**src/rtl/id_ex_operand_stage.sv**
```systemverilog
// ID/EX pipeline register with EX-stage operand forwarding and load-use hazard detection.
// Latency: one cycle from id_* to EX outputs; forwarding muxes are combinational on EX state.
// Backpressure: stall_in holds EX, flush_in/hazard_stall insert a bubble, flush has priority.
module id_ex_operand_stage #(
    parameter int XLEN = 32,
    parameter int RA_W = 5
) (
    input  logic            clk,
    input  logic            rst_n,
    input  logic            stall_in,
    input  logic            flush_in,
    input  logic            id_valid,
    input  logic [RA_W-1:0] id_rs1_addr,
    input  logic [RA_W-1:0] id_rs2_addr,
    input  logic [RA_W-1:0] id_rd_addr,
    input  logic [XLEN-1:0] id_rs1_data,
    input  logic [XLEN-1:0] id_rs2_data,
    input  logic [XLEN-1:0] id_imm,
    input  logic            id_alu_src,
    input  logic [3:0]      id_alu_ctrl,
    input  logic            id_reg_write,
    input  logic            id_mem_read,
    input  logic            mem_reg_write,
    input  logic [RA_W-1:0] mem_rd_addr,
    input  logic [XLEN-1:0] mem_result,
    input  logic            wb_reg_write,
    input  logic [RA_W-1:0] wb_rd_addr,
    input  logic [XLEN-1:0] wb_result,
    output logic [XLEN-1:0] alu_a,
    output logic [XLEN-1:0] alu_b,
    output logic [3:0]      alu_ctrl,
    output logic [XLEN-1:0] ex_store_data,
    output logic [RA_W-1:0] ex_rd_addr,
    output logic            ex_reg_write,
    output logic            ex_mem_read,
    output logic            ex_valid,
    output logic            hazard_stall
);

    typedef struct packed {
        logic            valid;
        logic            reg_write;
        logic            mem_read;
        logic [RA_W-1:0] rs1_addr;
        logic [RA_W-1:0] rs2_addr;
        logic [RA_W-1:0] rd_addr;
        logic [XLEN-1:0] rs1_data;
        logic [XLEN-1:0] rs2_data;
        logic [XLEN-1:0] imm;
        logic            alu_src;
        logic [3:0]      alu_ctrl;
    } ex_t;

    ex_t ex_q;
    ex_t ex_d;
    logic [XLEN-1:0] fwd_rs1;
    logic [XLEN-1:0] fwd_rs2;

    // Youngest producer wins; x0 is hardwired zero and never bypassed.
    function automatic logic [XLEN-1:0] fwd_sel(
        input logic [RA_W-1:0] src,
        input logic [XLEN-1:0] rf_data,
        input logic            m_we,
        input logic [RA_W-1:0] m_rd,
        input logic [XLEN-1:0] m_res,
        input logic            w_we,
        input logic [RA_W-1:0] w_rd,
        input logic [XLEN-1:0] w_res
    );
        logic [XLEN-1:0] r;
        r = rf_data;
        if (m_we && (m_rd != '0) && (m_rd == src)) begin
            r = m_res;
        end else if (w_we && (w_rd != '0) && (w_rd == src)) begin
            r = w_res;
        end
        return r;
    endfunction

    // Conservative: matches either source field even if the instruction does not read it.
    assign hazard_stall = ex_q.valid && ex_q.mem_read && (ex_q.rd_addr != '0) && id_valid &&
                          ((id_rs1_addr == ex_q.rd_addr) || (id_rs2_addr == ex_q.rd_addr));

    always_comb begin
        ex_d = ex_q;
        if (flush_in) begin
            ex_d = '0;
        end else if (stall_in) begin
            ex_d = ex_q;
        end else if (hazard_stall) begin
            ex_d = '0;
        end else begin
            ex_d.valid     = id_valid;
            ex_d.reg_write = id_reg_write & id_valid;
            ex_d.mem_read  = id_mem_read & id_valid;
            ex_d.rs1_addr  = id_rs1_addr;
            ex_d.rs2_addr  = id_rs2_addr;
            ex_d.rd_addr   = id_rd_addr;
            ex_d.rs1_data  = id_rs1_data;
            ex_d.rs2_data  = id_rs2_data;
            ex_d.imm       = id_imm;
            ex_d.alu_src   = id_alu_src;
            ex_d.alu_ctrl  = id_alu_ctrl;
        end
    end

    always_ff @(posedge clk or negedge rst_n) begin
        if (!rst_n) begin
            ex_q <= '0;
        end else begin
            ex_q <= ex_d;
        end
    end

    always_comb begin
        fwd_rs1 = fwd_sel(ex_q.rs1_addr, ex_q.rs1_data, mem_reg_write, mem_rd_addr, mem_result,
                          wb_reg_write, wb_rd_addr, wb_result);
        fwd_rs2 = fwd_sel(ex_q.rs2_addr, ex_q.rs2_data, mem_reg_write, mem_rd_addr, mem_result,
                          wb_reg_write, wb_rd_addr, wb_result);
    end

    assign alu_a         = fwd_rs1;
    assign alu_b         = ex_q.alu_src ? ex_q.imm : fwd_rs2;
    assign ex_store_data = fwd_rs2;
    assign alu_ctrl      = ex_q.alu_ctrl;
    assign ex_rd_addr    = ex_q.rd_addr;
    assign ex_reg_write  = ex_q.reg_write;
    assign ex_mem_read   = ex_q.mem_read;
    assign ex_valid      = ex_q.valid;

endmodule
```
**config.mk**
```make
export PLATFORM = sky130hd
export DESIGN_NAME = id_ex_operand_stage
export DESIGN_NICKNAME = d
export VERILOG_FILES = /design/src/rtl/id_ex_operand_stage.sv
export SDC_FILE = /design/constraint.sdc
export NUM_CORES = 1
export LEC_CHECK = 0
export CAP_MARGIN = 20
export CELL_PAD_IN_SITES_DETAIL_PLACEMENT = 2
export CELL_PAD_IN_SITES_GLOBAL_PLACEMENT = 2
export CORE_UTILIZATION = 29
export CTS_BUF_LIST = sky130_fd_sc_hd__clkbuf_2
export DETAILED_ROUTE_END_ITERATION = 10
export PLACE_DENSITY = 0.93
export SETUP_SLACK_MARGIN = 0.2
export SYNTH_ARGS = -nofsm -noshare
export SYNTH_HDL_FRONTEND = slang
export SYNTH_SLANG_ARGS = --single-unit
export TNS_END_PERCENT = 100
```
**constraint.sdc**
```tcl
create_clock -name clk -period 3.04 [get_ports clk]
set_input_delay 0.304 -clock clk [delete_from_list [all_inputs] [get_ports clk]]
set_output_delay 0.304 -clock clk [all_outputs]
set_load 0.03 [all_outputs]
```
# --- Word level (Yosys, flattened, before mapping) ---
# Index checks and enable logic that the tools add are counted.
word_totals:
  word_cells: 42
  regBits: 119
op_classes:
  bitwise_logic: 2
  mux: 8
  n_reduce_logical: 14
  n_eq_ne: 7
op_table:
  columns: ["op", "count"]
  rows:
  - ["two-way mux 119 bit", 3]
  - ["two-way mux 32 bit", 5]
  - ["== test 5 bit", 6]
  - ["nonzero test 5 bit", 3]
  - ["logical AND 1 bit", 10]
  - ["bitwise AND 1 bit", 2]
  - ["inequality test 2 x 1 -> 1 bit, second input constant", 1]
  - ["logical OR 1 bit", 1]

# --- Longest topological paths before layout ---
# Gate-level depths: netlist (run 1).
depth:
  ltp_word: 7
  mapped_depth: 7

# --- Least setup slack after synthesis (run 1) ---
# Ideal clock, no wire load.
synth_path:
  path_type: "input to output"
  from: "in mem_rd_addr[1]"
  to: "out alu_b[31]"
  required_ps: 2736
  n_path_buf: 1
  stages: 6
  slack_ps: 628
  arrival_time_ps: 2108
  path_cell_list: "or4_1 -> o21a_1 -> nand3_2 -> buf_4 -> nor3_1 -> a221oi_1"
synth_via:
  elab_chain_cells: 5
  word_cells_on_any_way: 6
synth_lines:
  columns: ["item", "line", "source"]
  rows:
  - ["start: declaration", "24", "input logic [RA_W-1:0] mem_rd_addr,"]
  - ["nonzero test 5 bit", "72", "if (m_we && (m_rd != '0) && (m_rd == src)) begin"]
  - ["logical AND 1 bit", "72", null]
  - ["logical AND 1 bit *", "72", null]
  - ["two-way mux 32 bit *", "72", null]
  - ["two-way mux 32 bit *", "123", "assign alu_b = ex_q.alu_src ? ex_q.imm : fwd_rs2;"]
  - ["end: declaration", "30", "output logic [XLEN-1:0] alu_b,"]
# Every way passes the cells marked *; elsewhere a longest branch is shown, timed or not.

# --- Worst setup path in the final report (run 1) ---
layout_path:
  from: "reg ex_q[110] (netlist bit)"
  to: "out alu_b[12]"
layout_via:
  elab_chain_cells: 5
  word_cells_on_any_way: 7
layout_lines:
  columns: ["item", "line", "source"]
  rows:
  - ["start: declaration", "54", "ex_t ex_q;"]
  - ["start signal: assignment", "109", "ex_q <= '0;"]
  - ["start signal: assignment", "111", "ex_q <= ex_d;"]
  - ["== test 5 bit", "74", "end else if (w_we && (w_rd != '0) && (w_rd == src)) begin"]
  - ["logical AND 1 bit", "74", null]
  - ["two-way mux 32 bit", "74", null]
  - ["two-way mux 32 bit *", "72", null]
  - ["two-way mux 32 bit *", "123", null]
# Marks and branches as above.

==> flow_summary.ini, run 1 <==
[clock_tree]
h-tree-depth = 4
clockBufferDepth = 2
cts_made_buffers = 17
clk_latency_ns = 0.74
clkSinkCount = 119
cts_root_buffer = clkbuf_2
clkTransAtPathRegs_ns = 0.26
cts_tree = yes

[timing]
period_minus_slack_ns = 3.05
layout_setup_ws_ns = -0.00823
relSlewSlack_pct = 26.7
setup_violations = 3
slew_viol_final = 0
finalCritPeriodShare_pct = 100
whs_ns = 0.0915
worst_slew_pin_slew_ns = 1.10
hold_viol = 0
timing.fmax_ghz = 0.328
rsz0062_at_grt = true
clock-skew-final_ns = 0.0441

[yosys]
synthAdderAreaFrac_pct = 0
synthCells = 923
synth_top_flop_cell = dfrtp_1
syn_nets = 1122
synth_top_area_share_pct = 35.6
synth.distinct_cells = 31
yosys.area.top_type = dfrtp_1
ys_warn_count = 0
avgSynthCellArea_um2 = 9.06
synthMuxAreaShare_pct = 7.66
synth-simple-area-share_pct = 16.8
synth_xor_area_share_pct = 3.14
synth_top_family_by_area = compound AO/OA/AOI/OAI gates
synth_most_common_cell = inv_1
netlist_top_cells_count = inv_1, dfrtp_1, o41ai_1
synth_edf_count = 0
synth_area_leaders = dfrtp_1, o41ai_1, nand3b_1, mux2i_1, inv_1
ys_async_sr_fraction_pct = 100
synth-seq-area-share_pct = 35.6
synth_compound_area_share_pct = 22.4
ys_seq_elements = 119
synth_area_um2 = 8360

[die]
initial_core_util_pct = 29.8
pin_count = 308
dieArea_um2 = 29500
fp-row-count = 61
core-area_um2 = 28100
die_w_um = 172
die_h_um = 172

[drt]
drc_errors = 0
met1Wirelength_um = 17100
met2_length_um = 20700
vias = 8705
routed_via_density = 5.46
drt_iter0_markers = 558
antenna_left = 0
first_pass_iters = 4
wl_met3_um = 1880
drt-total-wl_um = 41300
dr.max_layer_used = met5
wl_per_cell_um = 26.0

[setup_path]
cp-end-kind = primary output
cp.required_ns = 2.74
cp_max_fo = 18
path_class = reg2out
r2r_cells = 5
worst_setup_path_start_kind = register
crit_arrival_ns = 2.74

[status]
violations = setup timing
status = finished, violations left

[placed_design]
gp_congestion = 0.875
portBuffers = 307
place_ws_ns = 0.0636
hpwl_um = 27000

[power_and_ir_drop]
comb_power_share_pct = 35.6
p_leak_nw = 5.47
p_total_mw = 4.39
clockPowerShare_pct = 24.0
p_int_mw = 2.67
seq_power_share_pct = 40.3
netSwitchingFraction_pct = 39.1
ir_drop_v = 0.000180
power_density_nw_per_um2 = 345
netSwitchingPower_mw = 1.72

[global_route]
grt_max_degree = 122
antenna_found_initial = 6
grt_pass1_wl_um = 59300
grt_pass1_vias = 9548
track_usage_pct = 26.9
grt_overflow = 0

[run]
drv_cap = 0

[layout]
nets = 1398
syn2layout_area_growth_pct = 51.9
drive_above_1_share_pct = 25.5

[min_path]
worstHoldPathCells = 3
hp-class = in2reg
==> state kept, by name (all words and copies together), names as in the netlist <==
signal        cells
ex_rd_addr        5
ex_mem_read       1
ex_q            107
ex_reg_write      1
ex_valid          1
alu_ctrl          4
==> cell type report <==
class                           instances  area [µm²]
Fill cell                            2968       15400
Multi-Input combinational cell        547        4800
Timing Repair Buffer                  364        3660
Sequential cell                       119        2980
Inverter                              150         563
Tap cell                              378         473
Clock inverter                         14         128
Clock buffer                           18        90.1
Antenna cell                            3        7.51
==> cells in the final DEF (no fill, tap or decap), drive strengths merged, types with 10 or more instances in the layout <==
| cell | n |
|---|---|
| dfrtp | 119 |
| mux2i | 64 |
| clkbuf | 19 |
| inv | 153 |
| dlygate4sd3 | 12 |
| nor2 | 65 |
| a21oi | 65 |
| buf | 144 |
| xor2 | 20 |
| xnor2 | 10 |
| nand3b | 113 |
| clkdlybuf4s50 | 207 |
| nor3 | 38 |
| a221oi | 32 |
| o41ai | 118 |
==> critical path, cell delays in order (launching register included) <==
cell	delay (ns)
dfrtp_1	0.46
buf_4	0.15
xor2_1	0.15
nor3_2	0.23
buf_4	0.18
a31oi_4	0.12
buf_12	0.21
a221oi_4	0.30
buf_4	0.22
==> through the flow <==
stage          cells  util, %  area, µm²  setup TNS, ns
6_report        1593     45.2      12700        -0.0192
5_1_grt         1593     45.2      12700         -12.82
4_1_cts         1575     43.7      12300         -0.158
3_5_place_dp    1522     40.7      11400              0
3_3_place_gp    1522     40.7      11400              0
2_1_floorplan    923        -       8360              0
==> what timing repair did <==
item	4_1_cts	5_1_grt
setup buffers	16	5
hold endpoints to repair	82	10
pin swaps	24	17
resized for setup	97	54
setup endpoints to repair	97	97
hold buffers	2	10
gates cloned	3	0
==> power groups by stage <==
stage                     clock [mW]  combinational, mW  sequential (mW)
after floorplan                    0              0.728             1.75
after global placement             0               1.38             1.78
after detailed placement           0               1.43             1.79
after CTS                       1.08               1.50             1.76
after global routing            1.17               1.64             1.78
final                           1.05               1.56             1.77
==> metal layers <==
metal | GRT usage (%) | vias up
met5 | 0 | -
met4 | 10.5 | 6
met3 | 5.84 | 104
met2 | 46.0 | 298
met1 | 32.8 | 4417
li1 | - | 3880
==> path summary, 6_finish.rpt <==
| kind | end | start | slack, ns |
|---|---|---|---|
| setup / recovery | alu_b[12] | ex_q[110] | -0.008 |
| setup reg to reg | ex_q[22] | ex_rd_addr[3] | 0.64 |
| hold reg to reg | ex_q[100] | ex_q[100] | 0.51 |
| max in group asynchronous | ex_q[51] | rst_n | 2.11 |
| hold / removal | ex_q[27] | id_imm[22] | 0.09 |
| min in group asynchronous | alu_ctrl[1] | rst_n | 0.11 |
==> logic make-up after synthesis <==
family / Yosys count
buf+inv: 257
simple gates: 233
xor+xnor: 30
mux: 64
compound gates: 220
flops: 119
No activity file was read; power rests on OpenSTA's default activity.
==> run 2, diff against run 1 <==
==> constraint.sdc (replaced) <==
create_clock -name clk -period 3.04 [get_ports clk]
set_input_delay 0.456 -clock clk [delete_from_list [all_inputs] [get_ports clk]]
set_output_delay 0.456 -clock clk [all_outputs]
set_load 0.03 [all_outputs]
==> run 2 against run 1 <==
The flow still finishes with violations (setup timing). Flip-flop and latch count did not move. Count of clock-buffer cells in the layout is 3 higher. Worst hold slack better by 0.019 ns. Critical path depth down 1. Wire length up 18%. Cell count up 3.0%. Setup slack worse by 0.26 ns. Via count grew 7.3%. Sequential power hardly changed. Largest cell class unchanged.
==> flow_summary.ini, run 2 (synthesis gave the netlist of run 1 again) <==
[power_and_ir_drop]
power_density_nw_per_um2 = 333
ir_drop_v = 0.000198
p_leak_nw = 5.90
p_total_mw = 4.73

[status]
violations = setup timing
status = finished, violations left

[global_route]
antenna_found_initial = 13
grt_overflow = 0
grt_max_degree = 130
grt_pass1_vias = 10369
track_usage_pct = 32.1
grt_pass1_wl_um = 68600

[clock_tree]
clk_latency_ns = 0.76
h-tree-depth = 4
clkTransAtPathRegs_ns = 0.27
clkSinkCount = 119
cts_tree = yes
cts_root_buffer = clkbuf_2
clockBufferDepth = 2
cts_made_buffers = 17

[timing]
whs_ns = 0.111
hold_viol = 0
worst_slew_pin_slew_ns = 1.02
timing.fmax_ghz = 0.302
finalCritPeriodShare_pct = 109
slew_viol_final = 0
rsz0062_at_grt = true
setup_violations = 90
layout_setup_ws_ns = -0.268
period_minus_slack_ns = 3.31
final.setup.tns_ns = -11.96
relSlewSlack_pct = 31.9
clock-skew-final_ns = 0.0493

[die]
die_w_um = 172
pin_count = 308
fp-row-count = 61
die_h_um = 172
core-area_um2 = 28100
dieArea_um2 = 29500
initial_core_util_pct = 29.8

[setup_path]
path_class = reg2out
cp.required_ns = 2.58
path_cells = xor2_1 -> nor3_2 -> nand4_4 -> buf_12 -> mux2i_1 -> a221oi_2 -> buf_4
cp-end-kind = primary output
crit_slowest_cell = dfrtp_1
worst_setup_path_start_kind = register
crit_buf_inv = 2
critPathTopFamily = flip-flops
critPathMaxStageDelay_ns = 0.46
cp_max_fo = 10
crit_arrival_ns = 2.85

[drt]
vias = 9344
wl_per_cell_um = 29.9
met2_length_um = 24900
wl_met3_um = 2510
first_pass_iters = 5
dr.max_layer_used = met5
routed_via_density = 5.70
drt_iter0_markers = 622
drt-total-wl_um = 49000
met1Wirelength_um = 18600
drc_errors = 0
antenna_left = 0

[placed_design]
dp_cells = 1550
gp_congestion = 0.882
portBuffers = 307
place_area_um2 = 11700
place_ws_ns = -0.144
hpwl_um = 27700

[layout]
regArea_um2 = 2990
multi_input_area_um2 = 5450
layout_common_cells = clkdlybuf4s50_1, inv_1, o41ai_1
syn2layout_area_growth_pct = 69.7
layout.cells.most_common = clkdlybuf4s50_1
nets = 1435
num-fill-cells = 2882
drive_above_1_share_pct = 35.2
postLayoutCellArea_um2 = 14200
post-route-util_pct = 50.5
top_register = ex_q
layout.cells.non_filler = 1640
largest_reg_flops = 107

[run]
drv_cap = 0

[min_path]
hp-class = in2async
[run 2: cell count changes in the layout (fill, tap and decap cells not counted), sizes merged]
cell | before | now
buf | 144 | 189
bufbuf | 0 | 2
bufinv | 1 | 3
clkbuf | 19 | 22
clkdlybuf4s50 | 207 | 204
clkinv | 4 | 8
clkinvlp | 6 | 0
diode | 3 | 13
dlygate4sd3 | 12 | 2
dlymetal6s2s | 0 | 3
inv | 153 | 150
[run 2: layer usage]
metal	vias up	GRT usage, %
met5	-	0
met3	161	5.64
met4	4	18.8
li1	3970	-
met1	4802	36.5
met2	407	56.2
[run 2: final timing paths]
check                      slack, ns          end           from  cells after the start
setup / recovery               -0.27     alu_b[5]      ex_q[110]                      7
hold / removal                  0.11  alu_ctrl[2]          rst_n                      2
setup reg to reg                0.59     ex_q[66]  ex_rd_addr[4]                      6
hold reg to reg                 0.52  alu_ctrl[2]    alu_ctrl[2]                      2
max in group asynchronous       2.10     ex_q[67]          rst_n                      3
min in group clk                0.21      ex_q[6]      id_imm[1]                      3
[run 2: layout make-up]
| class | instances | share of cell area, % |
|---|---|---|
| Antenna cell | 13 | 0.229 |
| Clock buffer | 21 | 0.740 |
| Clock inverter | 11 | 0.925 |
| Inverter | 150 | 3.97 |
| Multi-Input combinational cell | 547 | 38.4 |
| Sequential cell | 119 | 21.0 |
| Tap cell | 378 | 3.33 |
| Timing Repair Buffer | 401 | 31.4 |
[run 2: worst register-to-register path: cells and delay by family (launching register included)]
| kind | cells | cell delay [ns] |
|---|---|---|
| AO/OA/AOI/OAI | 3 | 0.92 |
| buffers and inverters | 2 | 0.36 |
| flip-flops | 1 | 0.50 |
| AND/OR/NAND/NOR | 1 | 0.54 |
[run 2: report_power, final]
group / total (mW) / internal [mW] / switching (mW)
clock: 1.18 / 0.461 / 0.721
sequential: 1.79 / 1.67 / 0.112
combinational: 1.76 / 0.802 / 0.957
total: 4.73 / 2.94 / 1.79
[run 2: what timing repair did]
action / 4_1_cts / 5_1_grt
cloned: 13 / 1
pin swaps: 36 / 21
hold buffers: 2 / 0
endpoints found under the hold margin: 98 / 0
setup endpoints to repair: 97 / 97
setup buffers: 22 / 7
gates resized for setup: 249 / 107
